$ cat src/rtl/mano_timing_control.sv
// Hard-wired timing and control unit for the Mano basic computer: owns SC, I and S,
// and decodes IR into bus-select and register/memory strobes.
module mano_timing_control #(
    parameter int WORD_W = 16,
    parameter int SC_W   = 4
) (
    input  logic              CLK,
    input  logic              RST,
    input  logic [WORD_W-1:0] IN_IR,
    input  logic              START,
    input  logic              AC_ZERO,
    input  logic              AC_SIGN,
    input  logic              E_FLAG,
    input  logic              DR_ZERO,
    output logic [SC_W-1:0]   SC,
    output logic [2:0]        BUS_SEL,
    output logic              LD_AR,
    output logic              INC_AR,
    output logic              CLR_AR,
    output logic              LD_PC,
    output logic              INC_PC,
    output logic              LD_IR,
    output logic              LD_DR,
    output logic              INC_DR,
    output logic              MEM_RD,
    output logic              MEM_WR,
    output logic [3:0]        AC_OP,
    output logic [1:0]        E_OP,
    output logic              IND,
    output logic              HALT
);

    typedef enum logic [SC_W-1:0] {
        T0 = SC_W'(0),
        T1 = SC_W'(1),
        T2 = SC_W'(2),
        T3 = SC_W'(3),
        T4 = SC_W'(4),
        T5 = SC_W'(5),
        T6 = SC_W'(6)
    } step_t;

    localparam logic [2:0] BUS_NONE = 3'd0;
    localparam logic [2:0] BUS_AR   = 3'd1;
    localparam logic [2:0] BUS_PC   = 3'd2;
    localparam logic [2:0] BUS_DR   = 3'd3;
    localparam logic [2:0] BUS_AC   = 3'd4;
    localparam logic [2:0] BUS_IR   = 3'd5;
    localparam logic [2:0] BUS_MEM  = 3'd7;

    localparam logic [3:0] AC_NOP  = 4'd0;
    localparam logic [3:0] AC_AND  = 4'd1;
    localparam logic [3:0] AC_ADD  = 4'd2;
    localparam logic [3:0] AC_LDR  = 4'd3;
    localparam logic [3:0] AC_CLR  = 4'd4;
    localparam logic [3:0] AC_CMA  = 4'd5;
    localparam logic [3:0] AC_CIR  = 4'd6;
    localparam logic [3:0] AC_CIL  = 4'd7;
    localparam logic [3:0] AC_INC  = 4'd8;

    localparam logic [1:0] E_NOP = 2'd0;
    localparam logic [1:0] E_CLR = 2'd1;
    localparam logic [1:0] E_CME = 2'd2;

    localparam logic [2:0] OP_AND = 3'd0;
    localparam logic [2:0] OP_ADD = 3'd1;
    localparam logic [2:0] OP_LDA = 3'd2;
    localparam logic [2:0] OP_STA = 3'd3;
    localparam logic [2:0] OP_BUN = 3'd4;
    localparam logic [2:0] OP_BSA = 3'd5;
    localparam logic [2:0] OP_ISZ = 3'd6;
    localparam logic [2:0] OP_REG = 3'd7;

    logic [SC_W-1:0] sc_q;
    logic            ind_q;
    logic            run_q;

    logic [2:0]  opcode;
    logic [11:0] b_field;
    logic        active;

    logic [2:0]  bus;
    logic        ld_ar, inc_ar, ld_pc, inc_pc, ld_ir, ld_dr, inc_dr, mem_rd, mem_wr;
    logic [3:0]  ac_op;
    logic [1:0]  e_op;
    logic        clr_sc;
    logic        hlt_req;

    assign opcode  = IN_IR[WORD_W-2 -: 3];
    assign b_field = IN_IR[11:0];
    assign active  = run_q && !RST;

    always_ff @(posedge CLK) begin
        if (RST) begin
            sc_q  <= '0;
            ind_q <= 1'b0;
            run_q <= 1'b1;
        end else if (!run_q) begin
            sc_q <= '0;
            if (START) begin
                run_q <= 1'b1;
            end
        end else begin
            sc_q <= clr_sc ? '0 : sc_q + SC_W'(1);
            if (sc_q == T2) begin
                ind_q <= IN_IR[WORD_W-1];
            end
            if (hlt_req) begin
                run_q <= 1'b0;
            end
        end
    end

    // Raw step decode; gated by run/reset at the ports. Unlisted or unreachable steps clear SC.
    always_comb begin
        bus     = BUS_NONE;
        ld_ar   = 1'b0;
        inc_ar  = 1'b0;
        ld_pc   = 1'b0;
        inc_pc  = 1'b0;
        ld_ir   = 1'b0;
        ld_dr   = 1'b0;
        inc_dr  = 1'b0;
        mem_rd  = 1'b0;
        mem_wr  = 1'b0;
        ac_op   = AC_NOP;
        e_op    = E_NOP;
        clr_sc  = 1'b0;
        hlt_req = 1'b0;

        case (sc_q)
            T0: begin
                bus   = BUS_PC;
                ld_ar = 1'b1;
            end
            T1: begin
                bus    = BUS_MEM;
                mem_rd = 1'b1;
                ld_ir  = 1'b1;
                inc_pc = 1'b1;
            end
            T2: begin
                bus   = BUS_IR;
                ld_ar = 1'b1;
            end
            T3: begin
                if (opcode != OP_REG) begin
                    if (ind_q) begin
                        bus    = BUS_MEM;
                        mem_rd = 1'b1;
                        ld_ar  = 1'b1;
                    end
                end else if (!ind_q) begin
                    clr_sc = 1'b1;
                    if (b_field[11])      ac_op = AC_CLR;
                    else if (b_field[9])  ac_op = AC_CMA;
                    else if (b_field[7])  ac_op = AC_CIR;
                    else if (b_field[6])  ac_op = AC_CIL;
                    else if (b_field[5])  ac_op = AC_INC;
                    if (b_field[10])      e_op = E_CLR;
                    else if (b_field[8])  e_op = E_CME;
                    if ((b_field[4] && !AC_SIGN) || (b_field[3] && AC_SIGN) ||
                        (b_field[2] && AC_ZERO)  || (b_field[1] && !E_FLAG)) begin
                        inc_pc = 1'b1;
                    end
                    hlt_req = b_field[0];
                end else begin
                    clr_sc = 1'b1;
                end
            end
            T4: begin
                case (opcode)
                    OP_AND, OP_ADD, OP_LDA, OP_ISZ: begin
                        bus    = BUS_MEM;
                        mem_rd = 1'b1;
                        ld_dr  = 1'b1;
                    end
                    OP_STA: begin
                        bus    = BUS_AC;
                        mem_wr = 1'b1;
                        clr_sc = 1'b1;
                    end
                    OP_BUN: begin
                        bus    = BUS_AR;
                        ld_pc  = 1'b1;
                        clr_sc = 1'b1;
                    end
                    OP_BSA: begin
                        bus    = BUS_PC;
                        mem_wr = 1'b1;
                        inc_ar = 1'b1;
                    end
                    default: clr_sc = 1'b1;
                endcase
            end
            T5: begin
                case (opcode)
                    OP_AND: begin
                        ac_op  = AC_AND;
                        clr_sc = 1'b1;
                    end
                    OP_ADD: begin
                        ac_op  = AC_ADD;
                        clr_sc = 1'b1;
                    end
                    OP_LDA: begin
                        ac_op  = AC_LDR;
                        clr_sc = 1'b1;
                    end
                    OP_BSA: begin
                        bus    = BUS_AR;
                        ld_pc  = 1'b1;
                        clr_sc = 1'b1;
                    end
                    OP_ISZ: inc_dr = 1'b1;
                    default: clr_sc = 1'b1;
                endcase
            end
            T6: begin
                clr_sc = 1'b1;
                if (opcode == OP_ISZ) begin
                    bus    = BUS_DR;
                    mem_wr = 1'b1;
                    inc_pc = DR_ZERO;
                end
            end
            default: clr_sc = 1'b1;
        endcase
    end

    assign SC      = sc_q;
    assign IND     = ind_q;
    assign HALT    = !run_q && !RST;
    assign BUS_SEL = active ? bus : BUS_NONE;
    assign LD_AR   = active && ld_ar;
    assign INC_AR  = active && inc_ar;
    // No instruction in this set clears AR.
    assign CLR_AR  = 1'b0;
    assign LD_PC   = active && ld_pc;
    assign INC_PC  = active && inc_pc;
    assign LD_IR   = active && ld_ir;
    assign LD_DR   = active && ld_dr;
    assign INC_DR  = active && inc_dr;
    assign MEM_RD  = active && mem_rd;
    assign MEM_WR  = active && mem_wr;
    assign AC_OP   = active ? ac_op : AC_NOP;
    assign E_OP    = active ? e_op : E_NOP;

endmodule
$ cat config.mk
export PLATFORM = sky130hd
export DESIGN_NAME = mano_timing_control
export DESIGN_NICKNAME = d
export VERILOG_FILES = /design/src/rtl/mano_timing_control.sv
export SDC_FILE = /design/constraint.sdc
export NUM_CORES = 1
export LEC_CHECK = 0
export ABC_AREA = 1
export BUFFER_PORTS_ARGS = -buffer_cell sky130_fd_sc_hd__buf_2
export CAP_MARGIN = 20
export CORE_AREA = 2 2 42 52
export DETAILED_ROUTE_END_ITERATION = 12
export DIE_AREA = 0 0 44 54
export GPL_TIMING_DRIVEN = 0
export PLACE_DENSITY = 0.89
export SYNTH_ARGS = -nofsm -noshare
export SYNTH_HDL_FRONTEND = slang
export SYNTH_SLANG_ARGS = --single-unit
$ cat constraint.sdc
create_clock -name CLK -period 2.78 [get_ports CLK]
set_input_delay 0 -clock CLK [delete_from_list [all_inputs] [get_ports CLK]]
set_output_delay 0 -clock CLK [all_outputs]
set_load 0.01 [all_outputs]
* Word-level counts from Yosys, hierarchy flattened
Cells that the tools add are included.
Operators by class: bitwise logic cells 1, add/subtract/negate cells 1, multiplexer cells 53, eq/ne operators 13, reduce and logical (&&, ||, !) cells 31
Operators by type and width (number):
- $mux W4 | 8
- $mux W1 | 25
- $pmux W3 S7 | 1
- $logic_and A1 B1 Y1 | 15
- $mux W2 | 7
- $eq A4 B3 Y1 const B | 3
- $pmux W3 S4 | 1
- $eq A3 B3 Y1 const B | 3
- $mux W3 | 3
- $eq A4 B2 Y1 const B | 2
- $pmux W4 S2 | 1
- $eq A3 B2 Y1 const B | 2
- $pmux W1 S2 | 3
- $pmux W1 S3 | 2
- $pmux W2 S3 | 1
- $reduce_or A3 Y1 | 2
- $reduce_or A5 Y1 | 1
- $add A4 B1 Y4 const B | 1
- $eq A4 B1 Y1 const B | 1
- $logic_not A1 Y1 | 4
- $logic_not A4 Y1 | 1
- $pmux W1 S4 | 1
- $reduce_or A2 Y1 | 2
- $reduce_or A4 Y1 | 1
- 6 further kinds | 8
Word-level totals: input port bits 23, output and inout bits 25, logic and storage cells 102, register bits after elaboration 6

* Logic depth before layout (Yosys ltp)
Gate-level depths: netlist (run 1).
depth after elaboration 10, mapped depth 9, depth with buffers taken out 9

* Worst setup path after synthesis (run 1)
OpenSTA, ideal clock, no wires.
kind reg2reg, start point register sc_q[0], in the netlist SC[0], end point register sc_q[0], in the netlist SC[0], arrival time 1.237 ns, path buffers 0, period minus slack after synthesis 1.360 ns, setup slack 1.420 ns, stages on the path, launching flop included 9, required time 2.657 ns, setup time 0.123 ns, cell sequence dfxtp_1 inv_1 ha_1 o21ai_0 nand2_1 inv_1 nand2_1 nand2_1 nor2_1
On the way: word-level cells in the longest chain between the ends 4, elaborated cells on any way between the ends 10, classes of those cells 1 x add/sub; 5 x eq/ne; 1 x mux; 3 x reduce/logical
RTL lines:
- from (decl) | RTL line 74 | logic [SC_W-1:0] sc_q;
- from (signal assigned) | RTL line 104 | sc_q <= clr_sc ? '0 : sc_q + SC_W'(1);
- $eq A4 B2 Y1 (tied with other cells) | RTL line 131 | case (sc_q)
- $reduce_or A3 Y1 (no line)
- $pmux W1 S4 | RTL line 131
- $reduce_or A3 Y1 (no line)
Parallel ways exist; a longest one is shown, timed or not. A chain may end at the register's enable or synchronous reset.

* Worst setup path in the final report (run 1)
start point register sc_q[0], in the netlist SC[0], end point output BUS_SEL[2]
On the way: word-level cells in the longest chain between the ends 3, elaborated cells on any way between the ends 9, classes of those cells 6 x eq/ne; 2 x mux; 1 x reduce/logical
RTL lines:
- $eq A4 B3 Y1 (tied with other cells) | RTL line 131
- $pmux W3 S7 * | RTL line 131
- $mux W3 * | RTL line 234 | assign BUS_SEL = active ? bus : BUS_NONE;
- to (decl) | RTL line 16 | output logic [2:0] BUS_SEL,
Mark *: on every way between the ends. The rest lies on a longest branch, timed or not.

==> results of run 1 <==
worst max path at each step:
stage | startpoint | endpoint | slack (ns) | cells after the start
after global placement | SC[0] | SC[2] | 1.36 | 8
after detailed placement | SC[0] | SC[1] | 1.30 | 8
after floorplan | SC[0] | SC[0] | 1.42 | 8
after CTS | SC[0] | BUS_SEL[2] | 1.11 | 9
after global routing | SC[0] | BUS_SEL[1] | 0.95 | 9
final | SC[0] | BUS_SEL[2] | 1.12 | 9
registers in the layout (all words and copies together) (netlist names):
signal,flops
IND,1
SC,4
run_q,1
critical path, cell delays in order, from the launching register on:
cell and delay (ns):
dfxtp_1 0.41, inv_1 0.09, ha_1 0.24, nand3_2 0.13
inv_2 0.06, nand2_1 0.12, nand2_1 0.07, o21ai_1 0.12
inv_1 0.05, buf_2 0.13
through the flow:
stage | hold WS (ns) | total power (uW) | instance area [um2] | std cells
floorplan | 0.03316 | 376.5 | 833.3 | 148
global placement | 0.2006 | 484.8 | 1084 | 213
detailed placement | 0.2074 | 492.4 | 1084 | 213
CTS | 0.02359 | 576.3 | 1126 | 218
global route | 0.03204 | 636.4 | 1126 | 218
finish | 0.02509 | 571.8 | 1126 | 218
power groups by stage:
| stage | Combinational, uW | Clock, uW | Sequential (uW) |
|---|---|---|---|
| after floorplan | 238 | 0 | 139 |
| after global placement | 354 | 0 | 131 |
| after detailed placement | 361 | 0 | 132 |
| after CTS | 364 | 81.9 | 131 |
| after global routing | 413 | 89.3 | 134 |
| final | 363 | 78.0 | 130 |
timing repair:
item | CTS | global route
resized for setup | 0 | 0
setup buffers | 0 | 0
hold buffers | 2 | 0
setup endpoints to repair | 0 | 0
endpoints found under the hold margin | 2 | 0
cells by family after synthesis:
logic type      count (synthesis)
simple gates                   89
flops                           6
buf+inv                        26
other cells                     1
xor+xnor                        2
compound gates                 16
fa+ha+maj                       8
layout by cell type, fill, tap and decap left out, types with 2 or more instances in the layout:
cell           Yosys  routed
inv_1             19      19
nand2_1           40      40
buf_2              2      47
a21oi_1            8       8
nand3_1            6       6
inv_2              3       3
ha_1               8       8
dfxtp_1            6       6
nand4_1            4       4
dlygate4sd3_1      0       2
nor2_4             3       3
clkbuf_4           0       3
nand3_2            2       2
a31oi_1            2       2
nor3_1             4       4
nor2_1            29      29
o21ai_0            5       5
area by class of cell:
class | count | area [um2]
buffer | 4 | 28.78
clock buffer | 3 | 22.52
fill | 211 | 810.8
inverter | 22 | 82.58
multi-input combinational | 116 | 601.8
sequential | 6 | 120.1
tap | 20 | 25.02
timing repair buffer | 47 | 245.2
routing by layer:
| layer | track usage | vias to the layer above |
|---|---|---|
| li1 | - | 563 |
| met1 | 0.1948 | 457 |
| met2 | 0.3873 | 28 |
| met3 | 0.03691 | 2 |
| met4 | 0.1111 | 0 |
| met5 | 0 | - |
==> flow_metrics.py, run 1 <==
metrics = {
    "yosys": {
        "synth_xor_area_frac": 0.02102,
        "yosysSeqAreaShare": 0.1441,
        "synth_edf_count": 0,
        "synth_cell_types": 22,
        "async_flop_share": 0,
        "netlist_area_um2": 833.3,
        "post-synth-top-area-cell": "nand2_1",
        "avgSynthCellArea_um2": 5.630,
        "syn_inst": 148,
        "synth.area.mux_share": 0,
        "synth.most_common_cell": "nand2_1",
        "synthTopCellsByArea": "nand2_1 18%, dfxtp_1 14%, nor2_1 13%",
        "yosys.area_share.adder": 0.1201,
        "synth_top_area_share": 0.1802,
        "yosysWarnings": 0,
        "synth_top_family_by_area": "simple AND/OR/NAND/NOR gates",
        "synth_nets": 179,
        "ys_seq_elements": 6,
        "synth_compound_area_frac": 0.09910,
        "synth_common_cells": "40 x nand2_1, 29 x nor2_1, 19 x inv_1, 8 x a21oi_1, 8 x ha_1",
        "synth_top_flop_cell": "dfxtp_1",
        "synthSimpleGateAreaFrac": 0.4775,
    },
    "critical_path": {
        "crit_path_max_fanout": 6,
        "timing.rr.start": "SC[0]",
        "crit_arrival_ns": 1.66,
        "timing.rr.end": "SC[0]",
        "r2r_setup_slack_ns": 1.28,
        "required_ns": 2.78,
        "critPathKind": "reg2out",
        "cp-start-kind": "flip-flop",
        "reg2reg_depth": 8,
        "cp-end-kind": "output pin",
    },
    "pwr": {
        "p_leak_uw": 0.0006751,
        "internal-power_uw": 302.8,
        "p_comb_frac": 0.635,
        "p_switching_uw": 268.9,
        "clkPwrFrac": 0.136,
        "ir_drop_v": 0.0004719,
        "powerDensity_nw_per_um2": 507.8,
        "switching_share": 0.4704,
        "pwr-share-seq": 0.228,
    },
    "run_status": {
        "outcome": "finished clean",
    },
    "timing": {
        "period_share": 0.5962,
        "rsz0062_at_grt": "no",
        "fmax_ghz": 0.6034,
        "drv_slew": 0,
        "layout_setup_ws_ns": 1.123,
        "min_period_ns": 1.657,
        "finClkSkew_ns": 0.001710,
        "setup_viol": 0,
        "hold_viol_final": 0,
        "setup-tns-final_ns": 0,
    },
    "clock_tree": {
        "insertion_delay_ns": 0.24,
        "numCtsBuffers": 3,
        "cts_root_buf": "clkbuf_4",
        "clk_pin_slew_ns": 0.04,
        "h-tree-depth": 1,
        "cts_buffer_depth": 2,
        "cts_tree": "yes",
        "clock_sinks": 6,
    },
    "routing": {
        "wl_um": 2107,
        "dr_wl_met2_um": 1165,
        "vias": 1050,
        "via_per_inst": 4.817,
        "dr_wl_met3_um": 83,
        "wl_met1_um": 839,
        "dr.first_iter.drc_count": 22,
        "top_layer": "met4",
        "avgRoutedWirePerCell_um": 9.665,
        "drtPass1Iterations": 4,
        "ant_nets": 0,
        "drc_errors": 0,
    },
    "floorplanning": {
        "dieArea_um2": 2376,
        "core_area_um2": 1937,
        "die_h_um": 54,
        "die_w_um": 44,
        "start_util": 0.4302,
        "row_count": 18,
        "ios": 48,
    },
    "global_routing": {
        "track_usage": 0.1997,
        "grt_pass1_wl_um": 3615,
        "grt_max_degree": 11,
        "overflow": 0,
        "antenna_found_initial": 0,
        "grt_pass1_vias": 940,
    },
    "hold_path": {
        "hp-class": "in2reg",
        "hp-start": "START",
        "min_path_cells": 3,
        "min_to": "run_q",
    },
    "flow_run": {
        "maxCapViolCount": 0,
    },
    "cells_and_area": {
        "antennaDiodeCount": 0,
        "fin_nets": 231,
        "drive_above_1_share": 0.3081,
        "fin_util": 0.5814,
        "syn_to_final_growth_pct": 35.14,
    },
    "placed_design": {
        "dpl_worst_slack_ns": 1.301,
        "port-buffer-count": 45,
        "gp_congestion": 0.9528,
        "dp_hpwl_um": 1807,
    },
}
No activity file was read; power rests on OpenSTA's default activity.
==> run 2: changes to the inputs <==
==> config.mk (replaced) <==
export PLATFORM = sky130hd
export DESIGN_NAME = mano_timing_control
export DESIGN_NICKNAME = d
export VERILOG_FILES = /design/src/rtl/mano_timing_control.sv
export SDC_FILE = /design/constraint.sdc
export NUM_CORES = 1
export LEC_CHECK = 0
export ABC_AREA = 0
export BUFFER_PORTS_ARGS = -buffer_cell sky130_fd_sc_hd__buf_2
export CAP_MARGIN = 20
export CORE_AREA = 2 2 46 56
export DETAILED_ROUTE_END_ITERATION = 12
export DIE_AREA = 0 0 48 58
export GPL_TIMING_DRIVEN = 0
export PLACE_DENSITY = 0.8
export SYNTH_ARGS = -nofsm -noshare
export SYNTH_HDL_FRONTEND = slang
export SYNTH_SLANG_ARGS = --single-unit
==> constraint.sdc (replaced) <==
create_clock -name CLK -period 1.4 [get_ports CLK]
set_input_delay 0 -clock CLK [delete_from_list [all_inputs] [get_ports CLK]]
set_output_delay 0 -clock CLK [all_outputs]
set_load 0.01 [all_outputs]
==> run 2 against run 1 <==
The flow now finishes with violations (setup timing). Clock skew decreased by 0.0010 ns. Die area is 17% higher. Flip-flop and latch count is the same. Wire length is 30% higher. Critical path depth down 3. Setup slack worse by 1.6 ns. Hold slack better by 0.0039 ns. Sequential share of layout area decreased by 1.9 points. Combinational power grew to 2.8 times the previous value. Cell count down 6.0%. Non-clock buffer count rose by 16. Highest routed layer unchanged.
==> flow_metrics.py, run 2 <==
metrics = {
    "routing": {
        "drc_errors": 0,
        "via_per_inst": 5.083,
        "avgRoutedWirePerCell_um": 13.39,
        "ant_nets": 0,
        "dr.first_iter.drc_count": 13,
        "wl_um": 2745,
        "drtPass1Iterations": 4,
        "vias": 1042,
    },
    "clock_tree": {
        "cts_root_buf": "clkbuf_4",
        "insertion_delay_ns": 0.24,
        "h-tree-depth": 1,
        "clock_sinks": 6,
        "numCtsBuffers": 3,
        "clk_pin_slew_ns": 0.04,
        "cts_buffer_depth": 2,
        "cts_tree": "yes",
    },
    "yosys": {
        "netlist_area_um2": 828.3,
        "yosysWarnings": 0,
        "synth_common_cells": "13 x nor2_1, 8 x ha_1, 8 x inv_1",
        "post-synth-top-area-cell": "dfxtp_1",
        "ys_seq_elements": 6,
        "syn_inst": 109,
        "synth.most_common_cell": "nor2_1",
        "async_flop_share": 0,
        "synth_top_flop_cell": "dfxtp_1",
        "synth_top_area_share": 0.1450,
        "yosysSeqAreaShare": 0.1450,
        "synth_nets": 140,
        "synth_cell_types": 41,
        "synthTopCellsByArea": "dfxtp_1 15%, ha_1 12%, nor2_1 5.9%",
        "avgSynthCellArea_um2": 7.599,
        "synth_edf_count": 0,
    },
    "cells_and_area": {
        "fin_nets": 207,
        "largest_register_ffs": 4,
        "syn_to_final_growth_pct": 76.74,
        "antennaDiodeCount": 0,
        "fin_area_um2": 1464,
        "fin_util": 0.6482,
        "drive_above_1_share": 0.5977,
        "final_common_cell": "buf_2",
        "nFillCells": 179,
        "layout_common_cells": "44 x buf_2, 12 x buf_4, 8 x buf_6, 8 x nor2_1",
    },
    "floorplanning": {
        "row_count": 19,
        "dieArea_um2": 2784,
        "die_h_um": 58,
        "start_util": 0.3668,
        "die_w_um": 48,
        "core_area_um2": 2258,
        "ios": 48,
    },
    "timing": {
        "setup-tns-final_ns": -7.612,
        "rsz0062_at_grt": "yes",
        "layout_setup_ws_ns": -0.4844,
        "drv_slew": 0,
        "period_share": 1.346,
        "finClkSkew_ns": 0.0006916,
        "setup_viol": 22,
        "min_period_ns": 1.884,
        "fmax_ghz": 0.5307,
        "hold_viol_final": 0,
    },
    "critical_path": {
        "reg2reg_depth": 7,
        "cp-start-kind": "flip-flop",
        "crit_arrival_ns": 1.88,
        "cp-end-kind": "output pin",
        "critPathKind": "reg2out",
        "critPathSlowestCell": "or3b_4",
        "worstPathCellList": "ha_4, or3b_4, nor3_4, a22oi_2, o41ai_2, buf_2",
        "required_ns": 1.40,
        "crit_path_max_fanout": 5,
        "cpPeakStageDelay_ns": 0.39,
    },
    "global_routing": {
        "grt_pass1_wl_um": 4222,
        "track_usage": 0.2062,
        "grt_max_degree": 11,
        "grt_pass1_vias": 1015,
        "antenna_found_initial": 0,
        "overflow": 0,
    },
    "run_status": {
        "violations": "setup timing",
        "outcome": "finished, violations left",
    },
    "pwr": {
        "switching_share": 0.4259,
        "p_comb_frac": 0.704,
        "pwr-share-seq": 0.189,
        "ir_drop_v": 0.0008950,
        "internal-power_uw": 816.1,
        "clkPwrFrac": 0.107,
        "powerDensity_nw_per_um2": 971.0,
        "p_leak_uw": 0.0006916,
        "p_switching_uw": 605.3,
    },
    "placed_design": {
        "gp_congestion": 0.8422,
        "port-buffer-count": 45,
        "dp_hpwl_um": 1915,
        "dpl_cell_area_um2": 1149,
    },
    "hold_path": {
        "min_path_cells": 3,
        "hp-class": "in2reg",
    },
    "flow_run": {
        "maxCapViolCount": 0,
    },
}
run 2: changes by cell type in the layout (fill, tap and decap cells not counted), sizes merged, moves of 4 or more:
cell	change
nand2	-35
nor2	-19
buf	+15
inv	-14
mux2i	+4
nand4	-4
run 2: path summary, 6_finish.rpt:
| path | from | endpoint | slack (ns) |
|---|---|---|---|
| hold / removal | START | run_q | 0.03 |
| hold reg to reg | SC[0] | SC[0] | 0.55 |
| setup reg to reg | SC[1] | SC[1] | -0.39 |
| setup / recovery | SC[1] | INC_PC | -0.48 |
run 2: logic make-up after synthesis:
kind of cell	synth area share
fa+ha+maj	0.1209
compound gates	0.2251
other cells	0.004527
flops	0.1450
xor+xnor	0.02115
buf+inv	0.08460
simple gates	0.3505
mux	0.04834
run 2: layout make-up:
type,count,area [um2],share of cell area
clock buffers,3,22.52,0.01538
repair buffers,63,395.4,0.2701
inverters,8,32.53,0.02222
flip-flops and latches,6,127.6,0.08718
multi-input cells,90,812.0,0.5547
plain buffers,4,35.03,0.02393
well taps,31,38.79,0.02650
run 2: power groups by stage:
stage	Clock, uW	Sequential (uW)	Combinational (uW)
floorplan	0	277	487
global placement	0	265	716
detailed placement	0	268	742
CTS	161	266	933
global route	180	276	1090
finish	153	269	1000
run 2: metal layers:
layer	GRT usage	vias up	part of all wire
li1	-	522	-
met1	0.2371	464	0.39
met2	0.3790	52	0.53
met3	0.04361	4	0.071
met4	0.03089	0	0.010
met5	0	-	0
run 2: repair_timing:
item / CTS / global route
hold endpoints to repair: 2 / 0
setup buffers: 12 / 4
gates resized for setup: 23 / 13
setup endpoints to repair: 23 / 23
pin swaps: 14 / 15
hold buffers: 3 / 0
run 2: critical path: cells and delay by family (launching register included):
| family | cells | cell delay [ns] |
|---|---|---|
| AO/OA/AOI/OAI | 2 | 0.31 |
| adder cells (fa/ha/maj) | 1 | 0.13 |
| buffers and inverters | 1 | 0.18 |
| flip-flops | 1 | 0.37 |
| AND/OR/NAND/NOR | 2 | 0.65 |
run 2: stage by stage:
stage	power (uW)	std cells	hold WS (ns)	worst slack [ns]
after floorplan	763.4	109	0.03295	-0.2918
after global placement	981.0	185	0.1952	-0.4337
after detailed placement	1011	185	0.2051	-0.4404
after CTS	1360	202	0.03980	-0.5259
after global routing	1542	205	0.04939	-0.5773
final	1421	205	0.02900	-0.4844
==> run 3: changes to the inputs <==
--- a/config.mk
+++ b/config.mk
@@ -8,9 +8,11 @@
 export ABC_AREA = 0
 export BUFFER_PORTS_ARGS = -buffer_cell sky130_fd_sc_hd__buf_2
 export CAP_MARGIN = 20
-export CORE_AREA = 2 2 46 56
+export CELL_PAD_IN_SITES_DETAIL_PLACEMENT = 1
+export CELL_PAD_IN_SITES_GLOBAL_PLACEMENT = 1
+export CORE_AREA = 2 2 55 67
 export DETAILED_ROUTE_END_ITERATION = 12
-export DIE_AREA = 0 0 48 58
+export DIE_AREA = 0 0 57 69
 export GPL_TIMING_DRIVEN = 0
 export PLACE_DENSITY = 0.8
 export SYNTH_ARGS = -nofsm -noshare
==> run 3 against run 2 <==
The flow still finishes with violations (setup timing). Via count rose by 13%. Power rose by 14%. Register-to-register slack about the same. Cell count up 6.8%. Clock skew grew 0.00053 ns. Clock-buffer cell count unchanged. Sequential share of layout area shrank 0.52 points. Critical path type unchanged. Largest cell class unchanged.
==> flow_metrics.py, run 3 (synthesized netlist as in run 2, its figures left out) <==
metrics = {
    "clock_tree": {
        "cts_root_buf": "clkbuf_8",
        "insertion_delay_ns": 0.22,
        "numCtsBuffers": 3,
        "cts_buffer_depth": 2,
        "clock_sinks": 6,
        "cts_tree": "yes",
        "clk_pin_slew_ns": 0.04,
        "h-tree-depth": 1,
    },
    "critical_path": {
        "worstPathCellList": "ha_4, buf_4, buf_6, nor3b_4, a32oi_4, nand2_1, o31a_1, buf_2",
        "crit_path_max_fanout": 4,
        "critPathKind": "reg2out",
        "cp-start-kind": "flip-flop",
        "cp-end-kind": "output pin",
        "required_ns": 1.40,
        "critPathSlowestCell": "dfxtp_4",
        "crit_arrival_ns": 1.89,
        "cpPeakStageDelay_ns": 0.35,
        "reg2reg_depth": 6,
    },
    "timing": {
        "rsz0062_at_grt": "yes",
        "period_share": 1.352,
        "fmax_ghz": 0.5283,
        "setup_viol": 22,
        "finClkSkew_ns": 0.001225,
        "drv_slew": 0,
        "min_period_ns": 1.893,
        "hold_viol_final": 0,
        "layout_setup_ws_ns": -0.4928,
    },
    "floorplanning": {
        "row_count": 23,
        "start_util": 0.2525,
        "ios": 48,
        "core_area_um2": 3281,
        "dieArea_um2": 3933,
        "die_h_um": 69,
        "die_w_um": 57,
    },
    "pwr": {
        "powerDensity_nw_per_um2": 1035,
        "ir_drop_v": 0.0009566,
        "p_leak_uw": 0.0007607,
    },
    "global_routing": {
        "grt_pass1_wl_um": 5602,
        "overflow": 0,
        "track_usage": 0.1746,
        "grt_max_degree": 11,
        "antenna_found_initial": 0,
        "grt_pass1_vias": 1193,
    },
    "routing": {
        "ant_nets": 0,
        "drtPass1Iterations": 4,
        "dr.first_iter.drc_count": 31,
        "wl_um": 4165,
        "avgRoutedWirePerCell_um": 19.02,
        "drc_errors": 0,
        "vias": 1177,
        "via_per_inst": 5.374,
    },
    "run_status": {
        "outcome": "finished, violations left",
        "violations": "setup timing",
    },
    "hold_path": {
        "min_path_cells": 3,
        "hp-class": "in2reg",
    },
    "cells_and_area": {
        "largest_register_ffs": 4,
        "fin_area_um2": 1572,
        "fin_cells": 219,
        "syn_to_final_growth_pct": 89.73,
        "drive_above_1_share": 0.6538,
        "fin_nets": 215,
        "fin_util": 0.4790,
        "layout_common_cells": "45 x buf_2, 20 x buf_4, 9 x buf_6",
        "final_common_cell": "buf_2",
        "antennaDiodeCount": 0,
    },
    "flow_run": {
        "maxCapViolCount": 0,
    },
    "placed_design": {
        "dp_hpwl_um": 2291,
        "dpl.cell_count": 191,
        "gp_congestion": 0.8168,
        "port-buffer-count": 45,
        "dpl_cell_area_um2": 1156,
    },
}
[run 3: cell count changes in the layout (fill, tap and decap cells not counted), sizes merged]
cell / delta
dlygate4sd3: -2
buf: +10
[run 3: where the power goes]
part / internal [uW] / total (uW) / switching [uW]
Clock: 184 / 254 / 69.4
Sequential: 218 / 266 / 47.6
Combinational: 519 / 1110 / 589
Total: 921 / 1630 / 706
[run 3: final cells by class]
type / instances / area, um2
fill: 417 / 1709
multi-input combinational: 90 / 838.3
timing repair buffer: 71 / 451.7
sequential: 6 / 128.9
tap: 37 / 46.29
clock buffer: 3 / 41.29
buffer: 4 / 35.03
inverter: 8 / 30.03
[run 3: what timing repair did]
item                                   in CTS  in global routing
endpoints found under the hold margin       1                  0
resized for setup                          27                 15
setup endpoints to repair                  23                 23
pin swaps                                  20                 15
hold buffers                                1                  0
buffers inserted                           11                 16
[run 3: layer usage]
layer,vias up,track usage,share of wire
li1,536,-,-
met1,571,0.1980,0.35
met2,52,0.3193,0.56
met3,18,0.02064,0.040
met4,0,0.07235,0.048
met5,-,0,0
[run 3: stage by stage]
step           total power, uW  hold slack [ns]  setup slack (ns)  TNS, ns
6_report                  1627          0.01873           -0.4928   -7.967
5_1_grt                   1738          0.05536           -0.5586   -9.274
4_1_cts                   1465          0.01078           -0.4637   -6.830
3_5_place_dp              1016           0.2168           -0.4117   -5.129
3_3_place_gp             994.8           0.2067           -0.4341   -4.769
2_1_floorplan            763.4          0.03295           -0.2918   -2.044
[run 3: critical path, delay by kind of cell, from the launching register on]
family,cells,cell delay [ns]
compound gates,2,0.54
simple gates,2,0.25
buf+inv,3,0.38
fa+ha+maj,1,0.16
flops,1,0.35
[run 3: path summary, 6_finish.rpt]
path / start / endpoint / slack (ns)
worst max register to register: SC[1] / SC[2] / -0.38
worst max-delay path: SC[0] / BUS_SEL[0] / -0.49
worst min-delay path: IN_IR[15] / IND / 0.02
worst min register to register: IND / IND / 0.67
